==> config.mk <==
export PLATFORM = sky130hd
export DESIGN_NAME = fifo_destino_flat
export DESIGN_NICKNAME = d
export VERILOG_FILES = /design/src/rtl/fifo_destino_pkg.sv /design/src/rtl/fifo_destino_if.sv /design/src/rtl/fifo_destino_mem_fifo.sv /design/src/rtl/fifo_destino.sv /design/src/flat_wrapper.sv
export SDC_FILE = /design/constraint.sdc
export NUM_CORES = 1
export LEC_CHECK = 0
export BUFFER_PORTS_ARGS = -buffer_cell sky130_fd_sc_hd__buf_2
export CAP_MARGIN = 20
export CORE_UTILIZATION = 55
export DETAILED_ROUTE_END_ITERATION = 10
export GPL_ROUTABILITY_DRIVEN = 0
export PLACE_DENSITY = 0.84
export SYNTH_ARGS = -nofsm -noshare
export SYNTH_HDL_FRONTEND = slang
export SYNTH_SLANG_ARGS = --single-unit
==> constraint.sdc <==
create_clock -name clk -period 2.12 [get_ports clk]
set_clock_uncertainty 0.05 [all_clocks]
set_input_delay 0.212 -clock clk [delete_from_list [all_inputs] [get_ports clk]]
set_output_delay 0.212 -clock clk [all_outputs]
set_load 0.05 [all_outputs]
==> src/rtl/fifo_destino_pkg.sv <==
// Shared constants for the destination FIFO: default widths/thresholds,
// depth derivation and the word-field layout used across the transmission layer.
package fifo_destino_pkg;

  localparam int DATA_W_DEF = 6;
  localparam int ADDR_W_DEF = 2;
  localparam int AF_TH_DEF  = 3;
  localparam int AE_TH_DEF  = 1;

  // Word layout: [5:4] class, [3] destination, [2:0] payload
  localparam int CLASS_MSB = 5;
  localparam int CLASS_LSB = 4;
  localparam int DEST_BIT  = 3;

  function automatic int depth_of(input int addr_w);
    return 1 << addr_w;
  endfunction

  function automatic logic [1:0] word_class(input logic [DATA_W_DEF-1:0] w);
    return w[CLASS_MSB:CLASS_LSB];
  endfunction

  function automatic logic word_dest(input logic [DATA_W_DEF-1:0] w);
    return w[DEST_BIT];
  endfunction

endpackage

==> src/rtl/fifo_destino_if.sv <==
// Handshake/status bundle between the arbiter/consumer (master) and the
// destination FIFO (slave).
interface fifo_destino_if #(
  parameter int DATA_W = fifo_destino_pkg::DATA_W_DEF,
  parameter int ADDR_W = fifo_destino_pkg::ADDR_W_DEF
);
  logic              push;
  logic [DATA_W-1:0] data_in;
  logic              pop;
  logic [DATA_W-1:0] data_out;
  logic              valid_out;
  logic              full;
  logic              empty;
  logic              almost_full;
  logic              almost_empty;
  logic [ADDR_W:0]   fill_count;
  logic              error_out;

  modport master (
    output push, data_in, pop,
    input  data_out, valid_out, full, empty, almost_full, almost_empty,
           fill_count, error_out
  );

  modport slave (
    input  push, data_in, pop,
    output data_out, valid_out, full, empty, almost_full, almost_empty,
           fill_count, error_out
  );
endinterface

==> src/rtl/fifo_destino_mem_fifo.sv <==
// Storage array for the destination FIFO: one synchronous write port,
// one asynchronous read port, no reset on the array.
module mem_fifo #(
  parameter int DATA_W = 6,
  parameter int ADDR_W = 2
) (
  input  logic              clk,
  input  logic              we,
  input  logic [ADDR_W-1:0] waddr,
  input  logic [DATA_W-1:0] wdata,
  input  logic [ADDR_W-1:0] raddr,
  output logic [DATA_W-1:0] rdata
);

  logic [DATA_W-1:0] mem [2**ADDR_W];

  always_ff @(posedge clk) begin
    if (we) mem[waddr] <= wdata;
  end

  // Read is combinational so a pop and a push to the same slot return the old word
  assign rdata = mem[raddr];

endmodule

==> src/rtl/fifo_destino.sv <==
// Destination-side FIFO with registered read and almost_full back-pressure.
// Optional sticky overflow/underflow flag: define FIFO_DESTINO_ERROR_EN.
module fifo_destino
  import fifo_destino_pkg::*;
#(
  parameter int DATA_W = DATA_W_DEF,
  parameter int ADDR_W = ADDR_W_DEF,
  parameter int AF_TH  = AF_TH_DEF,
  parameter int AE_TH  = AE_TH_DEF
) (
  input  logic           clk,
  input  logic           reset_L,
  fifo_destino_if.slave  bus
);

  localparam int              DEPTH   = depth_of(ADDR_W);
  localparam logic [ADDR_W:0] DEPTH_C = DEPTH[ADDR_W:0];
  localparam logic [ADDR_W:0] AF_C    = AF_TH[ADDR_W:0];
  localparam logic [ADDR_W:0] AE_C    = AE_TH[ADDR_W:0];
  localparam logic [ADDR_W:0] CNT_ONE = 1;
  localparam logic [ADDR_W-1:0] PTR_ONE = 1;

  logic [ADDR_W-1:0] wr_ptr;
  logic [ADDR_W-1:0] rd_ptr;
  logic [ADDR_W:0]   count;
  logic [DATA_W-1:0] rdata;
  logic              push_acc;
  logic              pop_acc;

  assign bus.full         = (count == DEPTH_C);
  assign bus.empty        = (count == '0);
  assign bus.almost_full  = (count >= AF_C);
  assign bus.almost_empty = (count <= AE_C);
  assign bus.fill_count   = count;

  // A push into a full FIFO is still taken when a pop frees the oldest slot
  assign push_acc = bus.push && (!bus.full || bus.pop);
  assign pop_acc  = bus.pop && !bus.empty;

  mem_fifo #(
    .DATA_W (DATA_W),
    .ADDR_W (ADDR_W)
  ) u_mem (
    .clk   (clk),
    .we    (push_acc),
    .waddr (wr_ptr),
    .wdata (bus.data_in),
    .raddr (rd_ptr),
    .rdata (rdata)
  );

  always_ff @(posedge clk or negedge reset_L) begin
    if (!reset_L) begin
      wr_ptr        <= '0;
      rd_ptr        <= '0;
      count         <= '0;
      bus.data_out  <= '0;
      bus.valid_out <= 1'b0;
    end else begin
      if (push_acc) wr_ptr <= wr_ptr + PTR_ONE;
      if (pop_acc) begin
        rd_ptr       <= rd_ptr + PTR_ONE;
        bus.data_out <= rdata;
      end
      bus.valid_out <= pop_acc;
      case ({push_acc, pop_acc})
        2'b10:   count <= count + CNT_ONE;
        2'b01:   count <= count - CNT_ONE;
        default: ;
      endcase
    end
  end

`ifdef FIFO_DESTINO_ERROR_EN
  logic error_q;

  always_ff @(posedge clk or negedge reset_L) begin
    if (!reset_L) begin
      error_q <= 1'b0;
    end else if ((bus.push && !push_acc) || (bus.pop && !pop_acc)) begin
      error_q <= 1'b1;
    end
  end

  assign bus.error_out = error_q;
`else
  assign bus.error_out = 1'b0;
`endif

endmodule

==> src/flat_wrapper.sv <==
// flat-port wrapper written by rule: the top's interface ports become plain ports
module fifo_destino_flat import fifo_destino_pkg::*;
#(
  parameter int DATA_W = DATA_W_DEF,
  parameter int ADDR_W = ADDR_W_DEF,
  parameter int AF_TH  = AF_TH_DEF,
  parameter int AE_TH  = AE_TH_DEF
)
  (clk, reset_L, bus_push, bus_data_in, bus_pop, bus_data_out, bus_valid_out, bus_full, bus_empty, bus_almost_full, bus_almost_empty, bus_fill_count, bus_error_out);
  fifo_destino_if #(.DATA_W(DATA_W), .ADDR_W(ADDR_W)) bus_i ();
  input  logic clk;
  input  logic reset_L;
  input wire logic [$bits(bus_i.push)-1:0] bus_push;
  input wire logic [$bits(bus_i.data_in)-1:0] bus_data_in;
  input wire logic [$bits(bus_i.pop)-1:0] bus_pop;
  output wire logic [$bits(bus_i.data_out)-1:0] bus_data_out;
  output wire logic [$bits(bus_i.valid_out)-1:0] bus_valid_out;
  output wire logic [$bits(bus_i.full)-1:0] bus_full;
  output wire logic [$bits(bus_i.empty)-1:0] bus_empty;
  output wire logic [$bits(bus_i.almost_full)-1:0] bus_almost_full;
  output wire logic [$bits(bus_i.almost_empty)-1:0] bus_almost_empty;
  output wire logic [$bits(bus_i.fill_count)-1:0] bus_fill_count;
  output wire logic [$bits(bus_i.error_out)-1:0] bus_error_out;
  assign bus_i.push = bus_push;
  assign bus_i.data_in = bus_data_in;
  assign bus_i.pop = bus_pop;
  assign bus_data_out = bus_i.data_out;
  assign bus_valid_out = bus_i.valid_out;
  assign bus_full = bus_i.full;
  assign bus_empty = bus_i.empty;
  assign bus_almost_full = bus_i.almost_full;
  assign bus_almost_empty = bus_i.almost_empty;
  assign bus_fill_count = bus_i.fill_count;
  assign bus_error_out = bus_i.error_out;
  fifo_destino #(.DATA_W(DATA_W), .ADDR_W(ADDR_W), .AF_TH(AF_TH), .AE_TH(AE_TH)) u_core (.clk(clk), .reset_L(reset_L), .bus(bus_i));
endmodule
======== Yosys cells after proc, flatten, opt, wreduce, memory -nomap -nowiden ========
Memories as Yosys holds them, arrays and structs flattened. A register that Yosys moved wholly into a read port is not among the register bits.
Cells that the tools add are included.
Widths: inputs -> output; s select.
operators by class
  $add $sub $neg .......................... 4
  $lt $le $gt $ge ......................... 2
  equality and inequality tests ........... 3
  mux-type cells .......................... 3
  reduce and logical (&&, ||, !) cells .... 8
operator list
  operator             number
  $pmux 3 s2           1
  $add 2x1->2 const B  2
  $add 3x1->3 const B  1
  $eq 3x3->1 const B   1
  $ge 3x2->1 const B   1
  $le 3x1->1 const B   1
  $logic_not 1->1      3
  $logic_not 3->1      1
  $sub 3x1->3 const B  1
  $eq 2x1->1 const B   1
  $eq 2x2->1 const B   1
  $logic_and 1x1->1    2
  $mux 1               2
  $reduce_bool 2->1    1
  $logic_or 1x1->1     1
storage, ports and cells
  register bits after elaboration ......... 8
  RAM bits ................................ 24
  output and inout port bits .............. 15
  logic and storage cells ................. 25
  memories kept ........................... 1
memories
  memory            depth  width  read ports  clocked after memory_dff  wr ports  line                         source
  u_core.u_mem.mem  4      6      1           1                         1         fifo_destino_mem_fifo.sv:15  logic [DATA_W-1:0] mem [2**ADDR_W];

======== Depth between registers and ports, before layout ========
Gate-level depths: netlist (run 1).
  depth in word-level cells ............... 6
  gate-level depth with buffers ........... 9
  depth with buffers taken out ............ 9

======== Hierarchy ========
From an unflattened synthesis (run 1), not the netlist that was laid out.
second synthesis, totals
  cell total of the unflattened synthesis .. 93
  area, all modules ....................... 1604.0 µm²
modules (own cells, without submodules)
  module        instances  cells each  area an instance (µm²)  seq. area each (µm²)
  mem_fifo      1          35          898.4                   720.7
  fifo_destino  1          58          705.7                   350.3

======== Least setup slack after synthesis (run 1) ========
No wires, ideal clock.
  path kind ............................... reg-to-output
  start point ............................. register u_core.count[1], in the netlist u_core.bus.fill_count[1]
  end point ............................... output port bus_almost_full
  arrival ................................. 1.926 ns
  required time ........................... 1.858 ns
  setup slack ............................. -0.068 ns
  stages on the path, launching flop included .. 3
  buffers on the path ..................... 0
  path through ............................ dfrtp_1 -> inv_1 -> o21ai_0
between the ends
  word-level cells in the longest chain between the ends .. 1
ends and longest elaborated chain
  what                    line                source
  from (decl)             fifo_destino.sv:25  logic [ADDR_W:0] count;
  from (signal assigned)  fifo_destino.sv:67  2'b10: count <= count + CNT_ONE;
  from (signal assigned)  fifo_destino.sv:68  2'b01: count <= count - CNT_ONE;
  $ge 3x2->1              fifo_destino.sv:32  assign bus.almost_full = (count >= AF_C);
  to (decl)               flat_wrapper.sv:20  output wire logic [$bits(bus_i.almost_full)-1:0] bus_almost_full;
No other way between the ends.

======== Worst setup path after layout (run 1) ========
  start point ............................. register u_core.count[1], in the netlist u_core.bus.fill_count[1]
  end point ............................... register u_core.count[2], in the netlist u_core.bus.fill_count[2]
between the ends
  word-level cells in the longest chain between the ends .. 6
  elaborated cells on any way between the ends .. 13
  those cells by class .................... 2 x add/sub; 3 x eq/ne; 1 x mux; 7 x reduce/logical
ends and longest elaborated chain
  what                                             line                source
  $eq 3x3->1                                       fifo_destino.sv:30  assign bus.full = (count == DEPTH_C);
  $logic_not 1->1                                  fifo_destino.sv:37  assign push_acc = bus.push && (!bus.full || bus.pop);
  $logic_or 1x1->1                                 fifo_destino.sv:37
  $logic_and 1x1->1                                fifo_destino.sv:37
  $eq 2x1->1 or $eq 2x2->1 (tied branches)         fifo_destino.sv:66  case ({push_acc, pop_acc})
  $pmux 3 s2 or $reduce_bool 2->1 (tied branches)  -
Several ways; a longest one is shown, not always the timed one.
A chain may end at the register's enable or synchronous reset.

==> results.toml, run 1 <==
[clock_tree]
clock-sinks = 38
htreeDepth = 2
post-cts-setup-buffers = 0
cts_buffer_depth = 2
cts_buffers = 5
clock-root-buffer = "clkbuf_4"
clk_latency_ps = 350
cts_tree = "built"
clk_pin_slew_ps = 110

[synth]
synthTopCellsByCount = "edfxtp_1 (24), dfrtp_1 (14), inv_1 (10)"
ys.flop_type = "edfxtp_1"
synth_compound_area_frac = 0.0219
synthAdderAreaFrac = 0.0704
syn_area_mm2 = 0.00160
synth_top_area_frac = 0.451
synth_edf_count = 24
synth_seq_cells = 38
synth_top_family_by_area = "multiplexers"
yosysTopAreaCell = "edfxtp_1"
synth_most_common_cell = "edfxtp_1"
yosys.area_share.simple = 0.0368
synthDistinctLibCells = 21
synth_area_per_cell_um2 = 16.5
syn_inst = 97
synth-xor-area-share = 0.0274
async_reset_ff_frac = 0.368
synth_nets = 116
synth_mux_area_frac = 0.134
synth_seq_area_share = 0.670
ys_warn_count = 0
synth.area.top_cells = "edfxtp_1 (45%), dfrtp_1 (22%), mux4_2 (8.5%)"

[floorplanning]
die_x_um = 55.9
rows = 19
die_h_um = 55.9
start_util = 0.580
io_pins = 25
core_mm2 = 0.00276
dieArea_mm2 = 0.00313

[layout]
area_growth_pct = 12.4
nets = 145
instances_no_fill = 158
final_util = 0.652
antenna_cells = 0
drive_above_1_share = 0.339

[global_route]
overflow = 0
grt_pass1_vias = 900
grt_max_degree = 15
grt_pass1_wl_um = 4160
antenna_found_initial = 0
grt_usage = 0.191

[placement]
dp_hpwl_um = 1870
port_buffers = 23
pre_cts_ws_ps = 277
dp.cells = 149

[timing]
fmax_mhz = 538
hold_violations = 0
setup_ws_ps = 261
post-route-min-period_ps = 1860
maxSlewViolCount = 0
setup_tns_ps = 0
fin_crit_sh = 0.877
finalSetupViolations = 0
rsz0062_at_grt = "false"

[routing]
drcViolationCount = 0
drtIter0Drc = 44
drtAntennaViolNets = 0
routed_via_density = 5.44
routed_wl_um = 2580
vias = 859
post_drt_wl_per_cell_um = 16.3
dr.pass1.iters = 6

[critical_path]
crit_path_max_fanout = 7
crit_type = "flop to flop"
cp.required_ps = 2310
r2r_cells = 8
start_kind = "flop"
endpoint_kind = "flop"
cp.arrival_ps = 2050

[hold_path]
hp-class = "primary input to flop"
hold_depth = 1

[job]
drv_cap = 0

[run_status]
status = "finished, final reports clean"
==> critical path, stage by stage, from the launching register on <==
cell and delay, ps:
dfrtp_1 430, inv_1 100, ha_1 200, nand2_1 80, o21a_1 240, inv_1 70, ha_1 340, a21oi_1 150
o22ai_1 90
==> path summary, 6_finish.rpt <==
path	slack, ps	from	to
min in group asynchronous	230	reset_L	u_core.bus.data_out[0]
max reg2reg	260	u_core.bus.fill_count[1]	u_core.bus.fill_count[2]
max	260	u_core.bus.fill_count[1]	u_core.bus.fill_count[2]
min	20	bus_data_in[5]	u_core.u_mem.mem[0][5]
max in group asynchronous	1520	reset_L	u_core.bus.data_out[3]
min reg2reg	460	u_core.bus.data_out[5]	u_core.bus.data_out[5]
==> sequential cells by signal, summed over array words and instances, names as in the netlist <==
name,flops
u_core.bus.data_out,6
u_core.bus.fill_count,3
u_core.bus.valid_out,1
u_core.rd_ptr,2
u_core.u_mem.mem,24
u_core.wr_ptr,2
==> per-stage QoR <==
| step | cell area [um2] | hold WS, ps |
|---|---|---|
| 2_1_floorplan | 1600 | -134 |
| 4_1_cts | 1800 | 13.6 |
| 6_report | 1800 | 23.4 |
| 5_1_grt | 1800 | 15.4 |
| 3_5_place_dp | 1740 | 86.4 |
| 3_3_place_gp | 1740 | 76.2 |
==> cell type report <==
class / count / area, um2
flip-flops and latches: 38 / 1070
fillers: 193 / 960
multi-input cells: 46 / 468
repair buffers: 25 / 133
clock buffers: 6 / 41.3
well taps: 31 / 38.8
inverters: 10 / 37.5
clock inverters: 2 / 8.76
==> repair_timing <==
item / 4_1_cts / 5_1_grt
hold buffers: 1 / 0
gates resized for setup: 0 / 0
hold endpoints to repair: 14 / 0
==> kinds of logic after synthesis <==
kind of cell	count (synthesis)
AND/OR/NAND/NOR	12
flip-flops	38
adder cells (fa/ha/maj)	9
XOR/XNOR	5
other	1
AO/OA/AOI/OAI	6
buffers and inverters	13
multiplexers	13
==> metal layers <==
metal  share of wire  global-route usage  up-vias
met1            0.42               0.222      435
met2            0.51               0.315       17
met5               0                   0        -
li1                -                   -      399
met4           0.026               0.115        0
met3           0.037              0.0535        8
==> layout by cell type (no fill, tap or decap), types with 3 or more instances in the layout <==
cell	n
inv_1	10
edfxtp_1	24
nor2_1	3
clkbuf_4	5
buf_2	23
dfrtp_1	14
ha_1	9
mux4_2	6
mux2_2	7
xnor2_1	5
and2_1	4
nand2_1	3
Power of run 1 is left out: the tool's default activity adds up to more than one toggle a clock period on the data nets, which glitch-free logic cannot reach.
==> run 2: changes to the inputs <==
--- a/config.mk
+++ b/config.mk
@@ -11,6 +11,7 @@
 export DETAILED_ROUTE_END_ITERATION = 10
 export GPL_ROUTABILITY_DRIVEN = 0
 export PLACE_DENSITY = 0.84
+export RECOVER_POWER = 25
 export SYNTH_ARGS = -nofsm -noshare
 export SYNTH_HDL_FRONTEND = slang
 export SYNTH_SLANG_ARGS = --single-unit
==> results.toml, run 2 (same netlist as run 1, synthesis figures left out) <==
[clock_tree]
clock-sinks = 38
clock-root-buffer = "clkbuf_4"
post-cts-setup-buffers = 0
clk_latency_ps = 350
cts_resized = 0
cts_buffers = 5
htreeDepth = 2
ctsHoldBuffers = 1
cts_buffer_depth = 2
cts_tree = "built"
clk_pin_slew_ps = 110

[timing]
rsz0062_at_grt = "false"
fin_crit_sh = 0.878
finalSetupViolations = 0
setup_tns_ps = 0
post-route-min-period_ps = 1860
maxSlewViolCount = 0
fmax_mhz = 538
hold_violations = 0

[floorplanning]
dieArea_mm2 = 0.00313
core_mm2 = 0.00276
start_util = 0.580
die_x_um = 55.9
io_pins = 25
die_h_um = 55.9
rows = 19

[routing]
routed_wl_um = 2580
drtAntennaViolNets = 0
routed_via_density = 5.44
post_drt_wl_per_cell_um = 16.3
drtIter0Drc = 45
drcViolationCount = 0
dr.pass1.iters = 4
vias = 860

[layout]
top_register = "u_core.u_mem.mem"
area_growth_pct = 12.0
nets = 145
final_cell_mix = "edfxtp_1 (24), buf_2 (17), dfrtp_1 (14)"
largest_reg_flops = 24
drive_above_1_share = 0.291
final_common_cell = "edfxtp_1"
antenna_cells = 0
nFillCells = 198
stdcell_area_mm2 = 0.00179

[job]
drv_cap = 0

[global_route]
overflow = 0
antenna_found_initial = 0
grt_usage = 0.191
grt_max_degree = 15
grt_pass1_wl_um = 4160
grt_pass1_vias = 900

[placement]
placed_area_mm2 = 0.00174
dp_hpwl_um = 1870
port_buffers = 23

[critical_path]
crit_type = "flop to flop"
cp.required_ps = 2310
start_kind = "flop"
endpoint_kind = "flop"
cp.arrival_ps = 2050
crit_path_max_fanout = 7

[hold_path]
hp-class = "primary input to flop"

[run_status]
status = "finished, final reports clean"
## run 2: worst max-delay path, cell delays in order, from the launching register on
cell,delay (ps)
dfrtp_1,430
inv_1,100
ha_1,200
nand2_1,80
o21a_1,240
inv_1,70
ha_1,340
a21oi_1,150
o22ai_1,90
## run 2: cell type report
class	count	area (um2)	share of cell area
clock buffers	6	41.3	0.0231
clock inverters	2	8.76	0.00489
inverters	10	37.5	0.0210
multi-input cells	46	468	0.261
flip-flops and latches	38	1070	0.598
well taps	31	38.8	0.0217
repair buffers	25	125	0.0699
## run 2: per-stage QoR
step                      setup WS (ps)   util  cells  hold WS (ps)
after floorplan                    49.4      -     97          -134
after global placement              380  0.630    149          76.2
after detailed placement            277  0.630    149          86.4
after CTS                           265  0.652    158          13.6
after global routing               74.1  0.649    158          80.8
final                               260  0.649    158          73.2
## run 2: routing by layer
| metal | track usage | routed length (um) | vias up |
|---|---|---|---|
| met1 | 0.222 | 1080 | 432 |
| li1 | - | - | 399 |
| met4 | 0.115 | 66 | 0 |
| met5 | 0 | 0 | - |
| met2 | 0.315 | 1330 | 21 |
| met3 | 0.0535 | 99 | 8 |
## run 2: worst paths after layout
path / start / to / slack (ps) / cells past startpoint
max reg2reg: u_core.bus.fill_count[1] / u_core.bus.fill_count[2] / 260 / 8
min: bus_data_in[5] / u_core.u_mem.mem[0][5] / 70 / 1
max: u_core.bus.fill_count[1] / u_core.bus.fill_count[2] / 260 / 8
min in group asynchronous: reset_L / u_core.bus.data_out[0] / 230 / 2
min reg2reg: u_core.bus.data_out[5] / u_core.bus.data_out[5] / 460 / 1
max in group asynchronous: reset_L / u_core.bus.data_out[3] / 1530 / 2
Power of run 2 is left out for the same reason.
